## config.mk

```make
export PLATFORM = sky130hd
export DESIGN_NAME = key_event_filter
export DESIGN_NICKNAME = d
export VERILOG_FILES = /design/src/rtl/keypad_pkg.sv /design/src/rtl/key_scan_window.sv /design/src/rtl/key_event_filter.sv
export SDC_FILE = /design/constraint.sdc
export NUM_CORES = 1
export LEC_CHECK = 0
export CAP_MARGIN = 10
export CORE_MARGIN = 2
export CORE_UTILIZATION = 53
export DETAILED_ROUTE_END_ITERATION = 6
export PLACE_DENSITY = 0.78
export SETUP_SLACK_MARGIN = 0.15
export SLEW_MARGIN = 20
export SYNTH_ARGS = -nofsm -noshare
export SYNTH_HDL_FRONTEND = slang
export SYNTH_SLANG_ARGS = --single-unit
```

## constraint.sdc

```tcl
create_clock -name clk -period 2.3 [get_ports clk]
set_input_delay 0.345 -clock clk [delete_from_list [all_inputs] [get_ports clk]]
set_output_delay 0.345 -clock clk [all_outputs]
set_load 0.05 [all_outputs]
```

## src/rtl/keypad_pkg.sv

```systemverilog
// Shared keypad constants: key code width, default sweep length and the
// filter FSM state encoding.
package keypad_pkg;

    localparam int KEY_CODE_W        = 4;
    localparam int SCAN_ROWS_DEFAULT = 4;

    localparam logic [1:0] ST_IDLE    = 2'd0;
    localparam logic [1:0] ST_CONFIRM = 2'd1;
    localparam logic [1:0] ST_HELD    = 2'd2;
    localparam logic [1:0] ST_RELEASE = 2'd3;

endpackage

```

## src/rtl/key_scan_window.sv

```systemverilog
// Collapses one full keypad sweep into a single window result: PRESENT(code)
// when exactly one key code was seen, otherwise EMPTY.
module key_scan_window
    import keypad_pkg::*;
#(
    parameter int SCAN_ROWS = SCAN_ROWS_DEFAULT
) (
    input  logic                  clk,
    input  logic                  rst,
    input  logic                  press_i,
    input  logic [KEY_CODE_W-1:0] scan_code_i,
    output logic                  win_done_o,
    output logic                  win_present_o,
    output logic [KEY_CODE_W-1:0] win_code_o
);

    localparam int PH_W = (SCAN_ROWS > 1) ? $clog2(SCAN_ROWS) : 1;
    localparam logic [PH_W-1:0] LAST_PH = PH_W'(SCAN_ROWS - 1);

    logic [PH_W-1:0]       phase_q, phase_d;
    logic                  seen_q, seen_d;
    logic                  conf_q, conf_d;
    logic [KEY_CODE_W-1:0] code_q, code_d;
    logic                  seen_now_s, conf_now_s;
    logic [KEY_CODE_W-1:0] code_now_s;

    // Fold the current sample in so the last phase's sample counts toward its window.
    always_comb begin
        seen_now_s = seen_q | press_i;
        code_now_s = seen_q ? code_q : scan_code_i;
        conf_now_s = conf_q | (seen_q & press_i & (scan_code_i != code_q));

        win_done_o    = (phase_q == LAST_PH);
        win_present_o = seen_now_s & ~conf_now_s;
        win_code_o    = code_now_s;

        if (phase_q == LAST_PH) begin
            phase_d = {PH_W{1'b0}};
            seen_d  = 1'b0;
            conf_d  = 1'b0;
            code_d  = {KEY_CODE_W{1'b0}};
        end else begin
            phase_d = phase_q + PH_W'(1);
            seen_d  = seen_now_s;
            conf_d  = conf_now_s;
            code_d  = code_now_s;
        end
    end

    // Window capture registers.
    always_ff @(posedge clk or negedge rst) begin
        if (!rst) begin
            phase_q <= {PH_W{1'b0}};
            seen_q  <= 1'b0;
            conf_q  <= 1'b0;
            code_q  <= {KEY_CODE_W{1'b0}};
        end else begin
            phase_q <= phase_d;
            seen_q  <= seen_d;
            conf_q  <= conf_d;
            code_q  <= code_d;
        end
    end

endmodule

```

## src/rtl/key_event_filter.sv

```systemverilog
// Debounce / de-duplicate keypad window results into single-cycle key events,
// with optional auto-repeat while a key stays held.
module key_event_filter
    import keypad_pkg::*;
#(
    parameter int SCAN_ROWS  = SCAN_ROWS_DEFAULT,
    parameter int STABLE_WIN = 3,
    parameter int REL_WIN    = 3,
    parameter int REPEAT_DLY = 0,
    parameter int REPEAT_PER = 4
) (
    input  logic                  clk,
    input  logic                  rst,
    input  logic                  press,
    input  logic [KEY_CODE_W-1:0] scan_code,
    output logic                  key_valid,
    output logic [KEY_CODE_W-1:0] key_code,
    output logic                  key_held
);

    localparam int CNT_MAX = (STABLE_WIN > REL_WIN) ? STABLE_WIN : REL_WIN;
    localparam int CNT_W   = $clog2(CNT_MAX + 1);
    localparam int RC_MAX  = (REPEAT_DLY > REPEAT_PER) ? REPEAT_DLY : REPEAT_PER;
    localparam int RC_W    = $clog2(RC_MAX + 1);
    localparam logic [CNT_W-1:0] STABLE_LIM = CNT_W'(STABLE_WIN);
    localparam logic [CNT_W-1:0] REL_LIM    = CNT_W'(REL_WIN);
    localparam logic [RC_W-1:0]  DLY_LIM    = RC_W'(REPEAT_DLY);
    localparam logic [RC_W-1:0]  PER_LIM    = RC_W'(REPEAT_PER);
    localparam logic             REPEAT_EN  = (REPEAT_DLY != 0);

    logic                  win_done_s, win_present_s, match_s, accept_s;
    logic [KEY_CODE_W-1:0] win_code_s;
    logic [1:0]            state_q, state_d;
    logic [KEY_CODE_W-1:0] cand_q, cand_d, key_code_q, key_code_d;
    logic [CNT_W-1:0]      cnt_q, cnt_d, cnt_inc_s;
    logic [RC_W-1:0]       rc_q, rc_d, rc_inc_s, rc_lim_s;
    logic                  rep_q, rep_d, key_valid_q, key_valid_d, key_held_q, key_held_d;

    key_scan_window #(.SCAN_ROWS(SCAN_ROWS)) u_window (
        .clk           (clk),
        .rst           (rst),
        .press_i       (press),
        .scan_code_i   (scan_code),
        .win_done_o    (win_done_s),
        .win_present_o (win_present_s),
        .win_code_o    (win_code_s)
    );

    // Next-state logic; the FSM only moves on window results.
    always_comb begin
        state_d     = state_q;
        cand_d      = cand_q;
        cnt_d       = cnt_q;
        rc_d        = rc_q;
        rep_d       = rep_q;
        key_valid_d = 1'b0;
        key_code_d  = key_code_q;
        key_held_d  = key_held_q;
        accept_s    = 1'b0;
        match_s     = win_present_s && (win_code_s == cand_q);
        cnt_inc_s   = (cnt_q == {CNT_W{1'b1}}) ? cnt_q : cnt_q + CNT_W'(1);
        rc_inc_s    = (rc_q == {RC_W{1'b1}}) ? rc_q : rc_q + RC_W'(1);
        rc_lim_s    = rep_q ? PER_LIM : DLY_LIM;

        if (win_done_s) begin
            case (state_q)
                ST_IDLE: begin
                    if (win_present_s) begin
                        cand_d = win_code_s;
                        cnt_d  = CNT_W'(1);
                        if (CNT_W'(1) >= STABLE_LIM) accept_s = 1'b1;
                        else                         state_d  = ST_CONFIRM;
                    end else begin
                        state_d = ST_IDLE;
                    end
                end
                ST_CONFIRM: begin
                    if (match_s) begin
                        cnt_d = cnt_inc_s;
                        if (cnt_inc_s >= STABLE_LIM) accept_s = 1'b1;
                        else                         accept_s = 1'b0;
                    end else if (win_present_s) begin
                        cand_d = win_code_s;
                        cnt_d  = CNT_W'(1);
                    end else begin
                        state_d = ST_IDLE;
                    end
                end
                ST_HELD: begin
                    if (match_s) begin
                        // Auto-repeat: first event after REPEAT_DLY windows, then every REPEAT_PER.
                        if (REPEAT_EN && (rc_inc_s >= rc_lim_s)) begin
                            key_valid_d = 1'b1;
                            key_code_d  = cand_q;
                            rc_d        = {RC_W{1'b0}};
                            rep_d       = 1'b1;
                        end else begin
                            rc_d = rc_inc_s;
                        end
                    end else begin
                        cnt_d = CNT_W'(1);
                        if (CNT_W'(1) >= REL_LIM) begin
                            state_d    = ST_IDLE;
                            key_held_d = 1'b0;
                        end else begin
                            state_d = ST_RELEASE;
                        end
                    end
                end
                ST_RELEASE: begin
                    if (match_s) begin
                        state_d = ST_HELD;
                        rc_d    = {RC_W{1'b0}};
                        rep_d   = 1'b1;
                    end else if (cnt_inc_s >= REL_LIM) begin
                        state_d    = ST_IDLE;
                        cnt_d      = cnt_inc_s;
                        key_held_d = 1'b0;
                    end else begin
                        cnt_d = cnt_inc_s;
                    end
                end
                default: begin
                    state_d = ST_IDLE;
                end
            endcase
        end

        if (accept_s) begin
            state_d     = ST_HELD;
            key_valid_d = 1'b1;
            key_code_d  = cand_d;
            key_held_d  = 1'b1;
            rc_d        = {RC_W{1'b0}};
            rep_d       = 1'b0;
        end
    end

    // FSM, counters and registered outputs.
    always_ff @(posedge clk or negedge rst) begin
        if (!rst) begin
            state_q     <= ST_IDLE;
            cand_q      <= {KEY_CODE_W{1'b0}};
            cnt_q       <= {CNT_W{1'b0}};
            rc_q        <= {RC_W{1'b0}};
            rep_q       <= 1'b0;
            key_valid_q <= 1'b0;
            key_code_q  <= {KEY_CODE_W{1'b0}};
            key_held_q  <= 1'b0;
        end else begin
            state_q     <= state_d;
            cand_q      <= cand_d;
            cnt_q       <= cnt_d;
            rc_q        <= rc_d;
            rep_q       <= rep_d;
            key_valid_q <= key_valid_d;
            key_code_q  <= key_code_d;
            key_held_q  <= key_held_d;
        end
    end

    assign key_valid = key_valid_q;
    assign key_code  = key_code_q;
    assign key_held  = key_held_q;

endmodule

```

; Word level (Yosys, flattened, before mapping)
; Index checks and enable logic that the tools add are counted.
; W data, S select, Z words.
[word_totals]
reg_bits = 22
latchBits = 0
ramBits = 0
romBits = 0
in_bits = 7
word_cells = 75
mem_count = 0
[classes]
addsub = 2
multipliers = 0
div_mod_pow = 0
magnitude_cmp = 1
n_eq_ne = 14
shifts = 0
n_mux = 34
bitwise_logic = 6
reduce_logical = 8
[op_table]
columns = operator, n
row1 = $mux W2, 13
row2 = $mux W4, 5
row3 = $pmux W2 S4, 2
row4 = $mux W1, 13
row5 = $ne A3 B3 Y1 const B, 3
row6 = $eq A2 B2 Y1 const B, 4
row7 = $pmux W4 S2, 1
row8 = $reduce_bool A2 Y1, 3
row9 = $reduce_and A5 Y1, 1
row10 = $add A2 B1 Y2 const B, 2
row11 = $eq A4 B4 Y1, 1
row12 = $ne A2 B2 Y1 const B, 2
row13 = $ne A4 B4 Y1, 1
row14 = $ne A4 B4 Y1 const B, 1
row15 = $reduce_and A4 Y1, 1
row16 = $and A1 B1 Y1, 3
row17 = $reduce_and A3 Y1, 1
row18 = $eq A2 B1 Y1 const B, 1
row19 = $ge A2 B2 Y1 const B, 1
row20 = $logic_not A2 Y1, 1
row21 = $ne A2 B1 Y1 const B, 1
row22 = $or A1 B1 Y1, 2
row23 = $logic_and A1 B1 Y1, 1
row24 = $not A1 Y1, 1

; Logic depth before layout (Yosys ltp)
[depth]
ltp_word = 11
mapped_depth = 8
ltp_nobuf = 6

; Hierarchy
; Synthesis repeated with hierarchy kept, for this count alone.
[hier_totals]
hier_cells = 88
hier_area_um2 = 1062.3
[modules_own_cells]
columns = mod, instances, cells_each, area_per_inst_um2
row1 = key_event_filter, 1, 60, 694.4
row2 = key_scan_window, 1, 28, 367.9

; Worst setup path after synthesis
; Ideal clock, no wire load.
[synth_timing]
path_kind = register to register
startpoint = reg u_window.seen_q
endpoint = reg key_code_q[0] (netlist: key_code[0])
setup_ns = 0.125
arrival_time_ns = 1.826
t_required_ns = 2.175
path_slack_ns = 0.349
path_stages_with_launch = 8
path_buffers = 1
path_cell_list = dfrtp_1 -> buf_6 -> mux2i_2 -> xnor2_1 -> nor4_4 -> nand3_2 -> clkinv_2 -> mux2_4
[synth_between]
elab_chain_len = 9
elab_cells_between_ends = 16
[synth_rtl]
columns = item, line_no
row1 = start: declaration, key_scan_window.sv:21  ; logic seen_q, seen_d;
row2 = start signal: assignment, key_scan_window.sv:59  ; seen_q <= seen_d;
row3 = $and A1 B1 Y1 (2 in a row), key_scan_window.sv:31  ; conf_now_s = conf_q | (seen_q & press_i & (scan_code_i != code_q));
row4 = $or A1 B1 Y1, key_scan_window.sv:31
row5 = $not A1 Y1, key_scan_window.sv:34  ; win_present_o = seen_now_s & ~conf_now_s;
row6 = $and A1 B1 Y1, key_scan_window.sv:34
row7 = $logic_and A1 B1 Y1 *, key_event_filter.sv:60  ; match_s = win_present_s && (win_code_s == cand_q);
row8 = $mux W1 *, key_event_filter.sv:78  ; if (match_s) begin
row9 = $mux W1 *, key_event_filter.sv:66  ; case (state_q)
row10 = $mux W1 *, key_event_filter.sv:65  ; if (win_done_s) begin
row11 = via accept_s, key_event_filter.sv:31  ; logic win_done_s, win_present_s, match_s, accept_s;
row12 = end signal: assignment, key_event_filter.sv:148  ; key_code_q <= {KEY_CODE_W{1'b0}};
row13 = end signal: assignment, key_event_filter.sv:157  ; key_code_q <= key_code_d;
row14 = end: declaration, key_event_filter.sv:34  ; logic [KEY_CODE_W-1:0] cand_q, cand_d, key_code_q, key_code_d;
; Mark *: on every way through the listed nets, which the timed path passes. The rest lies on a longest branch.
; A chain may end at the register's enable or synchronous reset.

; Final worst setup path
[layout_timing]
startpoint = reg u_window.seen_q
endpoint = reg state_q[0]
[layout_between]
elab_chain_len = 11
elab_cells_between_ends = 23
[layout_rtl]
columns = item, line_no
row1 = $and A1 B1 Y1 (2 in a row), key_scan_window.sv:31
row2 = $or A1 B1 Y1, key_scan_window.sv:31
row3 = $not A1 Y1, key_scan_window.sv:34
row4 = $and A1 B1 Y1, key_scan_window.sv:34
row5 = $logic_and A1 B1 Y1, key_event_filter.sv:60
row6 = $mux W1, key_event_filter.sv:78
row7 = $mux W1, key_event_filter.sv:66
row8 = $mux W1, key_event_filter.sv:65
row9 = "$ne A4 B4 Y1 (no source line), or another cell as far along", n/a
row10 = $reduce_and A5 Y1 (no source line), n/a
row11 = end signal: assignment, key_event_filter.sv:151  ; state_q <= state_d;
row12 = end: declaration, key_event_filter.sv:33  ; logic [1:0] state_q, state_d;
; Parallel ways exist; a longest one is shown, timed or not. The select of a mux whose other input is x is not followed.

==> reports/metrics.yaml <==
run_status:
  status: "complete, no violations"
synth:
  syn_area_um2: 1110
  synth_cell_types: 32
  synth_fp_nets: 109
  synth.avg_cell_area_um2: 11.0
  synth_cells: 101
  ys_seq_area_frac: 0.498
  yosysWarnings: 0
  ys_ff_latch: 22
sta:
  final-max-slew-violation-count: 0
  slew-limit-headroom: 0.667
  setup_violations: 0
  fmax_ghz: 0.497
  worst_pin_slew_ns: 0.497
  finalHoldViolCount: 0
  min_period_ns: 2.01
  grt_setup_unrepaired: "no"
  fin_crit_sh: 0.874
  setup_ws_ns: 0.289
  holdWs_ns: 0.369
  setup_tns_ns: 0
  finClkSkew_ns: 0.0106
placement:
  port_buffers: 12
  routabilityCongestion: 0.867
  hpwlAfterDp_um: 1610
  pre_cts_ws_ns: 0.0186
  dp_cells: 146
critical_path:
  slowest_stage: "dfrtp_2"
  startpoint_type: "flop"
  worstPathRequired_ns: 2.47
  crit_chain: "mux2i_2, xnor2_1, nor4_4, buf_4, nand3_1, o2111ai_1, o21ai_0"
  critical_path.startpoint: "u_window.seen_q"
  crit_arrival_ns: 2.18
  cp_max_fo: 6
  cpPeakStageDelay_ns: 0.47
  crit_family: "simple AND/OR/NAND/NOR gates"
  critPathBufInv: 1
  end_kind: "flop"
  path_class: "flop to flop"
  timing.rr.start: "u_window.seen_q"
floorplan:
  die_h_um: 49.7
  initial_utilization: 0.564
  die_w_um: 49.7
  core_area_um2: 1960
  fp-row-count: 16
  ios: 13
  die_area_um2: 2470
clock_tree:
  cts_tree: "built"
  cts-hold-fix-buffers: 0
  root_buffer: "clkbuf_4"
  path_clk_slew_ns: 0.12
  insertion_delay_ns: 0.30
  clockBufferDepth: 2
  cts_made_buffers: 3
  clkSinkCount: 22
  htree_num_levels: 1
cells_and_area:
  final_cell_mix: "dfrtp_1 (21), nor2_1 (15), clkdlybuf4s50_1 (12)"
  drive_above_1_share: 0.205
  nNetsFinal: 132
  synthToLayoutAreaGrowth_pct: 20.8
  antenna_cells: 0
  fin_cells: 149
  final_common_cell: "dfrtp_1"
detailed_routing:
  viasPerCell: 5.49
  drtIter0Drc: 7
  ant_nets: 0
  vias: 818
  drt_pass1_iterations: 4
  drcViolationCount: 0
  totalWireLength_um: 2160
  routedWlPerCell_um: 14.5
grt:
  antenna_found_initial: 0
  grt.total_usage: 0.212
  gr-total-overflow: 0
  grt_max_degree: 23
  globalRouteMet1Util: 0.275
  grt_pass1_vias: 869
  busiest_layer: "met2"
  grt_pass1_wl_um: 3950
  grtUsageMet2: 0.360
  grtUsageMet3: 0.0333
power:
  irDropWorstVdd_mv: 0.496
  p_leak_nw: 0.569
  powerDensity_nw_per_um2: 726
worst_hold_path:
  min_path_type: "input port to async pin"
run:
  cap_viol_max_count: 0
-- logic make-up after synthesis --
logic type / after synthesis / share of synthesized area
simple gates: 31 / 0.156
compound gates: 22 / 0.145
flops: 22 / 0.498
buf+inv: 9 / 0.0385
xor+xnor: 8 / 0.0634
mux: 8 / 0.0882
fa+ha+maj: 1 / 0.0113
-- Yosys cell counts --
cell type,instances,area (um2)
o211ai_1,3,22.5
mux2_4,2,30.0
a211oi_1,2,15.0
nor2_1,15,56.3
a21oi_1,1,5.00
and4b_1,1,10.0
o21ai_1,1,5.00
mux2i_2,2,27.5
xnor2_1,8,70.1
nor3_1,1,5.00
o2bb2ai_1,2,17.5
buf_6,1,11.3
a41oi_1,2,17.5
o21ai_0,6,30.0
a21o_1,2,15.0
nand2_1,6,22.5
ha_1,1,12.5
and3_1,1,6.26
inv_1,4,15.0
nor4_4,1,21.3
clkbuf_1,3,11.3
mux2i_1,4,40.0
o2111ai_1,1,8.76
nand3_2,1,10.0
nand3_1,2,10.0
nor2b_4,1,13.8
nand4b_1,1,8.76
a211oi_2,1,12.5
dfrtp_1,22,551
clkinv_2,1,5.00
and2_4,1,8.76
a21boi_2,1,11.3
-- metal layers --
layer  part of all wire  routed length [um]  vias up
li1                   -                   -      395
met1               0.44                 943      399
met2               0.51                1100       19
met3              0.037                  80        5
met4              0.013                  29        0
met5                  0                   0        -
-- worst paths after layout --
kind / end / slack, ns / cells past startpoint
max in group asynchronous: u_window.seen_q / 1.70 / 2
worst max-delay path: state_q[0] / 0.29 / 7
worst max register to register: state_q[0] / 0.29 / 7
worst min-delay path: cnt_q[1] / 0.37 / 2
min in group clk: u_window.phase_q[0] / 0.45 / 1
worst min register to register: u_window.phase_q[0] / 0.45 / 1
-- timing repair --
| action | 4_1_cts | 5_1_grt |
|---|---|---|
| setup endpoints to repair | 0 | 5 |
| setup buffers | 0 | 0 |
| resized for setup | 0 | 1 |
-- layout make-up --
type                            count  area (um2)
Fill cell                         172         626
Sequential cell                    22         552
Multi-Input combinational cell     70         513
Timing Repair Buffer               22         195
Tap cell                           27        33.8
Clock buffer                        3        22.5
Inverter                            5        20.0
-- registers in the layout, summed over array words and instances, names as in the netlist --
| name | flops |
|---|---|
| state_q | 2 |
| key_code | 4 |
| cnt_q | 2 |
| u_window.code_q | 4 |
| cand_q | 4 |
| key_held | 1 |
| u_window.seen_q | 1 |
| u_window.phase_q | 2 |
| key_valid | 1 |
| u_window.conf_q | 1 |
-- power breakdown --
group / switching, W / total (W) / leakage (nW) / internal (W)
clock network: 0.000110 / 0.000171 / 0.0138 / 0.0000610
registers: 0.0000796 / 0.000530 / 0.272 / 0.000451
logic: 0.000134 / 0.000268 / 0.283 / 0.000134
-- through the flow --
step,total power (W),cell area (um2),utilization
CTS,0.000974,1340,0.680
detailed placement,0.000806,1310,0.669
finish,0.000970,1340,0.681
global placement,0.000790,1310,0.669
global route,0.00103,1340,0.681
floorplan,0.000715,1110,-
(Power assumes the default switching activity.)
